==> config.mk <==
export PLATFORM = sky130hd
export DESIGN_NAME = seq_div4
export DESIGN_NICKNAME = d
export VERILOG_FILES = /design/src/rtl/seq_div4.sv
export SDC_FILE = /design/constraint.sdc
export NUM_CORES = 1
export LEC_CHECK = 0
export CAP_MARGIN = 25
export CORE_MARGIN = 2
export CORE_UTILIZATION = 55
export CTS_CLUSTER_SIZE = 40
export DETAILED_ROUTE_END_ITERATION = 6
export PLACE_DENSITY = 0.87
export SLEW_MARGIN = 25
export SYNTH_ARGS = -nofsm -noshare
export SYNTH_HDL_FRONTEND = slang
export SYNTH_SLANG_ARGS = --single-unit
==> constraint.sdc <==
create_clock -name clk -period 2.8 [get_ports clk]
set_input_delay 0.42 -clock clk [delete_from_list [all_inputs] [get_ports clk]]
set_output_delay 0.42 -clock clk [all_outputs]
set_load 0.005 [all_outputs]
==> src/rtl/seq_div4.sv <==
// Sequential restoring divider: unsigned A / B, one quotient bit per clock.
// Start/done handshake; divide-by-zero is flagged one cycle after the request.
module seq_div4 #(
  parameter int WIDTH = 4
) (
  input  logic             clk,
  input  logic             rst_n,
  input  logic             start,
  input  logic [WIDTH-1:0] A,
  input  logic [WIDTH-1:0] B,
  output logic             busy,
  output logic             done,
  output logic [WIDTH-1:0] Q,
  output logic [WIDTH-1:0] R,
  output logic             div_by_zero
);

  localparam int CW = $clog2(WIDTH + 1);

  localparam logic [0:0] IDLE = 1'b0;
  localparam logic [0:0] CALC = 1'b1;

  logic [0:0]       state;
  logic [WIDTH-1:0] rem;
  logic [WIDTH-1:0] quo;
  logic [WIDTH-1:0] divisor;
  logic [CW-1:0]    cnt;
  logic             dz_pending;

  logic [WIDTH-1:0] rem_shift;
  logic [WIDTH-1:0] rem_next;
  logic [WIDTH-1:0] quo_next;
  logic [WIDTH:0]   trial;

  // The partial remainder never exceeds WIDTH-1 significant bits before a shift,
  // so dropping rem's MSB in the shift loses nothing.
  always_comb begin
    rem_shift = {rem[WIDTH-2:0], quo[WIDTH-1]};
    trial     = {1'b0, rem_shift} - {1'b0, divisor};
    rem_next  = rem_shift;
    quo_next  = {quo[WIDTH-2:0], 1'b0};
    if (!trial[WIDTH]) begin
      rem_next = trial[WIDTH-1:0];
      quo_next = {quo[WIDTH-2:0], 1'b1};
    end
  end

  always_ff @(posedge clk or negedge rst_n) begin
    if (!rst_n) begin
      state       <= IDLE;
      rem         <= '0;
      quo         <= '0;
      divisor     <= '0;
      cnt         <= '0;
      dz_pending  <= 1'b0;
      busy        <= 1'b0;
      done        <= 1'b0;
      Q           <= '0;
      R           <= '0;
      div_by_zero <= 1'b0;
    end else begin
      done <= 1'b0;
      case (state)
        IDLE: begin
          // The dividend of a pending divide-by-zero still sits in quo.
          if (dz_pending) begin
            done        <= 1'b1;
            div_by_zero <= 1'b1;
            Q           <= '1;
            R           <= quo;
            dz_pending  <= 1'b0;
          end
          if (start) begin
            quo     <= A;
            divisor <= B;
            rem     <= '0;
            cnt     <= CW'(WIDTH);
            if (B != '0) begin
              state <= CALC;
              busy  <= 1'b1;
            end else begin
              dz_pending <= 1'b1;
            end
          end
        end
        CALC: begin
          rem <= rem_next;
          quo <= quo_next;
          cnt <= cnt - CW'(1);
          if (cnt == CW'(1)) begin
            Q           <= quo_next;
            R           <= rem_next;
            div_by_zero <= 1'b0;
            done        <= 1'b1;
            busy        <= 1'b0;
            state       <= IDLE;
          end
        end
        default: state <= IDLE;
      endcase
    end
  end

endmodule

; ---- Word level (Yosys, flattened, before mapping)
; Index checks and enable logic that the tools add are counted.
; Widths: inputs -> output; s select.
[word_totals]
reg_bits = 27
out_inout_bits = 11
wordCells = 52
[op_classes]
add_sub_neg = 2
eq_ne = 5
mux = 29
bitwise_logic = 1
n_reduce_logical = 4
[ops]
columns = operator, n
row1 = $mux 4, 6
row2 = $pmux 4 s2, 3
row3 = $mux 1, 12
row4 = $pmux 3 s2, 2
row5 = $pmux 1 s2, 4
row6 = $mux 3, 2
row7 = $ne 2x2->1 const B, 3
row8 = $sub 4x4->5, 1
row9 = $reduce_and 2->1, 2
row10 = $reduce_bool 4->1, 1
row11 = $eq 3x1->1 const B, 1
row12 = $reduce_and 3->1, 1
row13 = $sub 3x1->3 const B, 1
row14 = $ne 2x1->1 const B, 1
row15 = $not 1->1, 1

; ---- Longest topological paths before layout
; Gate-level depths: netlist (run 1).
[logic_depth]
word_depth = 4
mapped_depth = 8
ltp_nobuf = 8

; ---- Worst setup path before layout (run 1)
; Ideal clock, no wire load.
[synth_path]
path_kind = register to register
start = register quo[3]
end = register R[0]
t_arrival_ns = 1.775
required_time_ns = 2.713
slack_ns = 0.939
path_stages_with_launch = 9
path_buffers = 0
period_less_slack_ns = 1.861
path_cell_list = dfrtp_1 inv_1 ha_1 fa_1 nor2b_2 o21a_2 nor2_4 mux2_4 o221ai_2
[synth_via]
elab_chain_len = 4
[synth_lines]
columns = item, line
row1 = start: declaration, 25  ; logic [WIDTH-1:0] quo;
row2 = start signal: assignment, 88  ; quo <= quo_next;
row3 = $sub 4x4->5, 39  ; trial = {1'b0, rem_shift} - {1'b0, divisor};
row4 = $mux 4 (*), 42  ; if (!trial[WIDTH]) begin
row5 = $mux 4 (*), 90  ; if (cnt == CW'(1)) begin
row6 = $pmux 4 s2 (*), 63  ; case (state)
row7 = end signal: assignment, 70  ; R <= quo;
row8 = end signal: assignment, 92  ; R <= rem_next;
row9 = end: declaration, 14  ; output logic [WIDTH-1:0] R,
; Every way passes the cells marked *; elsewhere a longest branch is shown, timed or not. The select of a mux whose other input is x is not followed.
; A chain may end at the register's enable or synchronous reset.

; ---- Worst setup path after layout (run 1)
[layout_path]
start = register quo[3]
end = register R[1]
[layout_via]
elab_chain_len = 4
[layout_lines]
columns = item, line
row1 = $sub 4x4->5, 39
row2 = $mux 4, 42
row3 = $mux 4, 90
row4 = $pmux 4 s2, 63
; No other way between the ends. The select of a mux whose other input is x is not followed.

==> results of run 1 <==
-- report_power, final --
group	switching, mW	total, mW	internal (mW)
clock	0.118	0.172	0.0538
combinational	0.534	1.11	0.573
sequential	0.178	0.747	0.569
-- cell type report --
cell class | count | area share (%)
multi-input combinational | 102 | 41.6
sequential | 27 | 39.6
tap | 30 | 2.20
clock inverter | 1 | 0.293
inverter | 8 | 1.76
timing repair buffer | 23 | 13.2
clock buffer | 3 | 1.32
-- path summary, 6_finish.rpt --
kind	start	to	slack, ns
worst min register to register	div_by_zero	div_by_zero	0.53
worst max-delay path	quo[3]	R[1]	0.77
worst min-delay path	rst_n	cnt[2]	0.44
worst max register to register	quo[3]	R[1]	0.77
min in group clk	div_by_zero	div_by_zero	0.53
max in group asynchronous	rst_n	quo[0]	2.10
-- through the flow --
| step | setup slack [ns] | power (mW) |
|---|---|---|
| after floorplan | 0.939 | 1.52 |
| after global placement | 0.881 | 1.79 |
| after detailed placement | 0.785 | 1.87 |
| after CTS | 0.770 | 2.04 |
| after global routing | 0.685 | 2.20 |
| final | 0.769 | 2.03 |
-- sequential cells by signal, indices dropped and copies added, names as in the netlist, 3 cells and up --
signal and count:
divisor 4, R 4, quo 4, rem 3, Q 4, cnt 3
-- logic make-up after synthesis --
family | share of synthesized area, %
AND/OR/NAND/NOR | 14.7
AO/OA/AOI/OAI | 17.7
flip-flops | 46.8
buffers and inverters | 4.07
multiplexers | 8.40
adder cells (fa/ha/maj) | 6.58
XOR/XNOR | 1.82
-- synth_stat cells (2+ instances only) --
cell      instances  share of area [%]
dfrtp_1          27                 47
nand2_1          23                6.0
inv_1             8                2.1
mux2i_1           8                5.5
o21ai_1           8                2.8
ha_1              6                5.2
a21oi_1           5                1.7
clkbuf_1          5                1.3
nand2b_1          5                2.2
nor3_1            5                1.7
o21ai_0           5                1.7
a31oi_1           4                1.7
a211oi_1          3                1.6
nor2b_1           3                1.3
buf_2             2               0.69
mux2_4            2                2.1
nand3_1           2               0.69
nor2_1            2               0.52
o221ai_2          2                2.1
xnor2_1           2                1.2
-- metal layers --
metal / wire (µm) / share of wire [%]
met1: 1320 / 43
met2: 1530 / 50
met3: 101 / 3.3
met4: 80 / 2.6
met5: 0 / 0
==> key figures, run 1 <==
Global route
  • Vias in the first global route: 1,144
  • Initial antenna violation count: 0
  • Global-route usage over all layers: 22.0%
  • GR Util met2: 36.2%
  • GR peak layer: met2
  • Overflow after GRT: 0
  • Largest net degree at the start of global routing: 28
  • Grt met1 use: 28.0%
  • Global-route wire length before repair: 5280 µm
  • Met3 Use GR: 3.98%

Critical path
  • Crit-path cells: inv_1 > ha_1 > fa_1 > nor2b_2 > o21a_2 > nor2_4 > mux2_4 > o221ai_2
  • CP required: 3.05 ns
  • CP delay by family, top: adder cells
  • Arr. time, crit path: 2.28 ns
  • Crit path depth: 8
  • Critical path type: flip-flop to flip-flop
  • Buffers plus inverters on the worst setup path: 1
  • CP Max Fanout: 6
  • CP max stage cell: fa_1
  • Worst Reg-to-Reg Cells: 8
  • Largest stage delay, worst path: 0.44 ns
  • Worst Setup Start Kind: flip-flop
  • Crit. End Element: flip-flop

Yosys
  • Synth Instances: 144
  • Synth cell types: 37
  • Post-synth EDFFs: 0
  • Post-synthesis area per instance: 10.0 µm²
  • Ys Warns: 0
  • Seq/Total Area, Yosys: 46.8%
  • Main synth FF type: dfrtp_1
  • Post-Syn Area: 1450 µm²
  • Ys async rst share: 100%
  • Yosys reg bits: 27
  • Syn_nets: 162

CTS
  • CTS tree: built
  • H-Tree Depth: 1
  • Post-CTS setup buffers: 0
  • Hold-fix buffers, CTS: 0
  • TritonCTS Buffers: 3
  • Latest clock arrival within the worst-skew pair: 0.33 ns
  • CTS sink count: 27
  • CTS resizes: 0
  • Clk pin slew, worst setup/hold paths: 0.15 ns
  • Maximum root-to-sink buffer count: 2
  • Clock Tree Root: clkbuf_4

STA
  • Clk_skew: 0.00536 ns
  • Fin. max-slew vios: 0
  • Achievable frequency: 492 MHz
  • Final hold slack: 0.442 ns
  • Min Tclk post-route: 2.03 ns
  • Normalized max-slew margin: 53.2%
  • Setup Viol. Count Final: 0
  • Hold Fails Final Rpt: 0
  • TNS Setup: 0 ns
  • RSZ-0062 raised after global routing: no
  • Least-Margin Pin Slew: 0.702 ns
  • Final Cycle Share: 72.6%

Place
  • Number of port buffers: 21
  • Placed inst area: 1680 µm²
  • RePlAce Congestion: 0.789
  • DP HPWL: 2260 µm
  • Placed instance count: 190

Cells and area
  • Commonest non-fill, non-tap cell in the layout: dfrtp_1
  • Area Overhead vs Synth: 18.1%
  • Most frequent cells in the layout: 27 x dfrtp_1, 23 x nand2_1, 21 x clkdlybuf4s50_1
  • Share of layout cells above drive strength 1: 8.54%
  • Antenna Cells: 0
  • Storage element area: 676 µm²
  • Fin util: 68.9%
  • Filler Cells Inserted: 206
  • Final std cells w/o fill: 194
  • Multi-input gate area: 711 µm²
  • Final #Nets: 183
  • Finished Cell Area: 1710 µm²

Die
  • CORE AREA: 2480 µm²
  • Die Area: 3050 µm²
  • Io pins: 22
  • Die span in y: 55.3 µm
  • Rows: 18
  • Initial Util: 58.3%
  • Die Span X: 55.3 µm

Outcome
  • Status: finished, final reports clean

Route
  • TritonRoute pass-1 iters: 4
  • Post-route ant nets: 0
  • 1st-iter DRT viols: 24
  • Average vias per placed instance: 5.82
  • WL final: 3040 µm
  • Drt wl/cell: 15.7 µm
  • Drc violations: 0
  • Via count: 1,130

Min path
  • Hold Path Class: primary input to async pin

Pwr
  • Maximum VDD drop: 0.768 mV
  • Power Density: 1190 nW/µm²
  • Leakage: 0.748 nW

Run
  • Max cap viols: 0
Power figures use the tool's default switching activity.
==> run 2: changes to the inputs <==
--- a/config.mk
+++ b/config.mk
@@ -7,10 +7,10 @@
 export LEC_CHECK = 0
 export CAP_MARGIN = 25
 export CORE_MARGIN = 2
-export CORE_UTILIZATION = 55
+export CORE_UTILIZATION = 53
 export CTS_CLUSTER_SIZE = 40
 export DETAILED_ROUTE_END_ITERATION = 6
-export PLACE_DENSITY = 0.87
+export PLACE_DENSITY = 0.85
 export SLEW_MARGIN = 25
 export SYNTH_ARGS = -nofsm -noshare
 export SYNTH_HDL_FRONTEND = slang
==> constraint.sdc (replaced) <==
create_clock -name clk -period 2.1 [get_ports clk]
set_input_delay 0.315 -clock clk [delete_from_list [all_inputs] [get_ports clk]]
set_output_delay 0.315 -clock clk [all_outputs]
set_load 0.005 [all_outputs]
==> run 2 against run 1 <==
Design area up 1.4%. First-iteration DRC count unchanged. Largest cell class unchanged. Sequential power up 33%. Sequential share of layout area down 0.54 points. Core utilization down 0.29 points. Clock power up 30%. Non-clock buffer count up 3. Worst setup slack worse by 0.64 ns. Register-to-register slack worse by 0.64 ns. Critical endpoint unchanged. Maximum frequency up 3.0%. Sequential cell count unchanged.
==> key figures, run 2 (synthesis results as in run 1) <==
Outcome
  • Status: finished, final reports clean

Route
  • Via count: 1,129 (-0.088%)
  • Drt wl/cell: 15.6 µm (-0.52%)
  • Drc violations: 0 (unchanged)
  • Post-route ant nets: 0 (unchanged)
  • Average vias per placed instance: 5.73 (-1.6%)
  • TritonRoute pass-1 iters: 4 (unchanged)
  • WL final: 3070 µm (+1.0%)
  • 1st-iter DRT viols: 24 (unchanged)

STA
  • Setup Viol. Count Final: 0 (unchanged)
  • TNS Setup: 0 ns (unchanged)
  • Achievable frequency: 507 MHz (+3.0%)
  • Least-Margin Pin Slew: 0.688 ns (-0.0139 ns)
  • Worst setup margin: 0.127 ns (-0.641 ns)
  • Clk_skew: 0.0103 ns (+0.00490 ns)
  • Fin. max-slew vios: 0 (unchanged)
  • Normalized max-slew margin: 54.2% (+0.93 points)
  • Min Tclk post-route: 1.97 ns (-0.0586 ns)
  • RSZ-0062 raised after global routing: no
  • Final Cycle Share: 93.9% (+21 points)
  • Hold Fails Final Rpt: 0 (unchanged)

CTS
  • Clk pin slew, worst setup/hold paths: 0.14 ns (about the same)
  • Maximum root-to-sink buffer count: 2 (unchanged)
  • H-Tree Depth: 1 (unchanged)
  • CTS tree: built
  • Hold-fix buffers, CTS: 0 (unchanged)
  • Clock Tree Root: clkbuf_4
  • CTS sink count: 27 (unchanged)
  • Post-CTS setup buffers: 0 (unchanged)
  • Latest clock arrival within the worst-skew pair: 0.33 ns (about the same)
  • TritonCTS Buffers: 3 (unchanged)

Critical path
  • Worst Reg-to-Reg Cells: 8 (unchanged)
  • Worst Setup Start Kind: flip-flop
  • Setup crit start: quo[3]
  • Worst reg-to-reg setup slack: 0.13 ns (-0.64 ns)
  • Arr. time, crit path: 2.22 ns (-0.06 ns)
  • R2r startpoint: quo[3]
  • Critical path type: flip-flop to flip-flop
  • Worst r2r dst: R[1]
  • CP Max Fanout: 6 (unchanged)
  • CP required: 2.35 ns (-0.70 ns)
  • Worst setup endpoint: R[1]
  • Crit. End Element: flip-flop

Global route
  • Largest net degree at the start of global routing: 28 (unchanged)
  • Overflow after GRT: 0 (unchanged)
  • Vias in the first global route: 1,220 (+6.6%)
  • Global-route usage over all layers: 21.7% (-0.30 points)
  • Initial antenna violation count: 0 (unchanged)
  • Global-route wire length before repair: 5490 µm (+3.9%)

Cells and area
  • Final std cells w/o fill: 197 (+1.5%)
  • Area Overhead vs Synth: 19.7%
  • Share of layout cells above drive strength 1: 10.2% (+1.6 points)
  • Final #Nets: 186 (+1.6%)
  • Antenna Cells: 0 (unchanged)
  • Most frequent cells in the layout: 27 x dfrtp_1, 23 x nand2_1, 21 x clkdlybuf4s50_1
  • Filler Cells Inserted: 198 (-3.9%)
  • Finished Cell Area: 1730 µm² (+1.4%)
  • Commonest non-fill, non-tap cell in the layout: dfrtp_1

Die
  • Io pins: 22 (unchanged)
  • Die span in y: 56.2 µm (+1.7%)
  • Die Area: 3160 µm² (+3.5%)
  • Rows: 18 (unchanged)
  • CORE AREA: 2520 µm² (+1.8%)
  • Initial Util: 57.3% (-1.0 points)
  • Die Span X: 56.2 µm (+1.7%)

Min path
  • Hold Path Class: primary input to async pin

Place
  • Number of port buffers: 21 (unchanged)
  • RePlAce Congestion: 0.848 (+7.4%)
  • Placed instance count: 193 (+1.6%)
  • DP HPWL: 2270 µm (+0.55%)
  • Placed inst area: 1700 µm² (+1.3%)
  • Pre-CTS setup slack: 0.0787 ns (-0.706 ns)

Pwr
  • Leakage: 0.759 nW (+1.4%)
  • Power Density: 1570 nW/µm² (+33%)
  • Maximum VDD drop: 1.22 mV (+59%)
  • Total Power: 2.73 mW (+35%)

Run
  • Max cap viols: 0 (unchanged)
[run 2: changes by cell type in the layout (fill, tap and decap cells not counted), sizes merged]
cell | before | now
clkinv | 1 | 0
clkbuf | 3 | 4
buf | 2 | 5
[run 2: through the flow]
stage / hold slack, ns / utilization [%]
2_1_floorplan: 0.0194 / -
3_3_place_gp: 0.499 / 67.5
3_5_place_dp: 0.507 / 67.5
4_1_cts: 0.352 / 68.5
5_1_grt: 0.353 / 68.6
6_report: 0.331 / 68.6
[run 2: power by group]
| part | total [mW] | switching (mW) | internal, mW |
|---|---|---|---|
| Combinational | 1.50 | 0.727 | 0.777 |
| Clock | 0.224 | 0.149 | 0.0744 |
| Sequential | 0.997 | 0.239 | 0.759 |
[run 2: routing by layer]
metal,track usage [%],routed length [µm],share of wire (%),vias to the layer above
met4,5.10,23,0.75,0
li1,-,-,-,548
met2,36.0,1510,49,29
met1,28.0,1400,46,548
met3,6.28,136,4.4,4
met5,0,0,0,-
[run 2: area by class of cell]
class                           count  area, µm²  share of cell area [%]
Clock buffer                        4       26.3                    1.52
Inverter                            8       30.0                    1.74
Multi-Input combinational cell    102        713                    41.2
Sequential cell                    27        676                    39.0
Tap cell                           30       37.5                    2.17
Timing Repair Buffer               26        248                    14.3
[run 2: worst min path at each step]
stage                      from           to  slack [ns]  depth (start not counted)
floorplan                 rst_n         Q[0]        0.02                          0
global placement           busy         busy        0.50                          2
detailed placement  div_by_zero  div_by_zero        0.51                          2
CTS                       rst_n         R[1]        0.35                          2
global route              rst_n         R[1]        0.35                          2
finish                    rst_n       rem[1]        0.33                          2
[run 2: critical path: stages (launching register included)]
cell and delay [ns]:
dfrtp_1 0.40, inv_1 0.07, ha_1 0.22, fa_2 0.38
nor2b_2 0.13, o21a_2 0.15, nor2_4 0.06, mux2_4 0.32
o221ai_2 0.17
[run 2: what timing repair did]
action,in CTS,in global routing
setup endpoints to repair,0,3
gates resized for setup,0,1
hold endpoints to repair,0,0
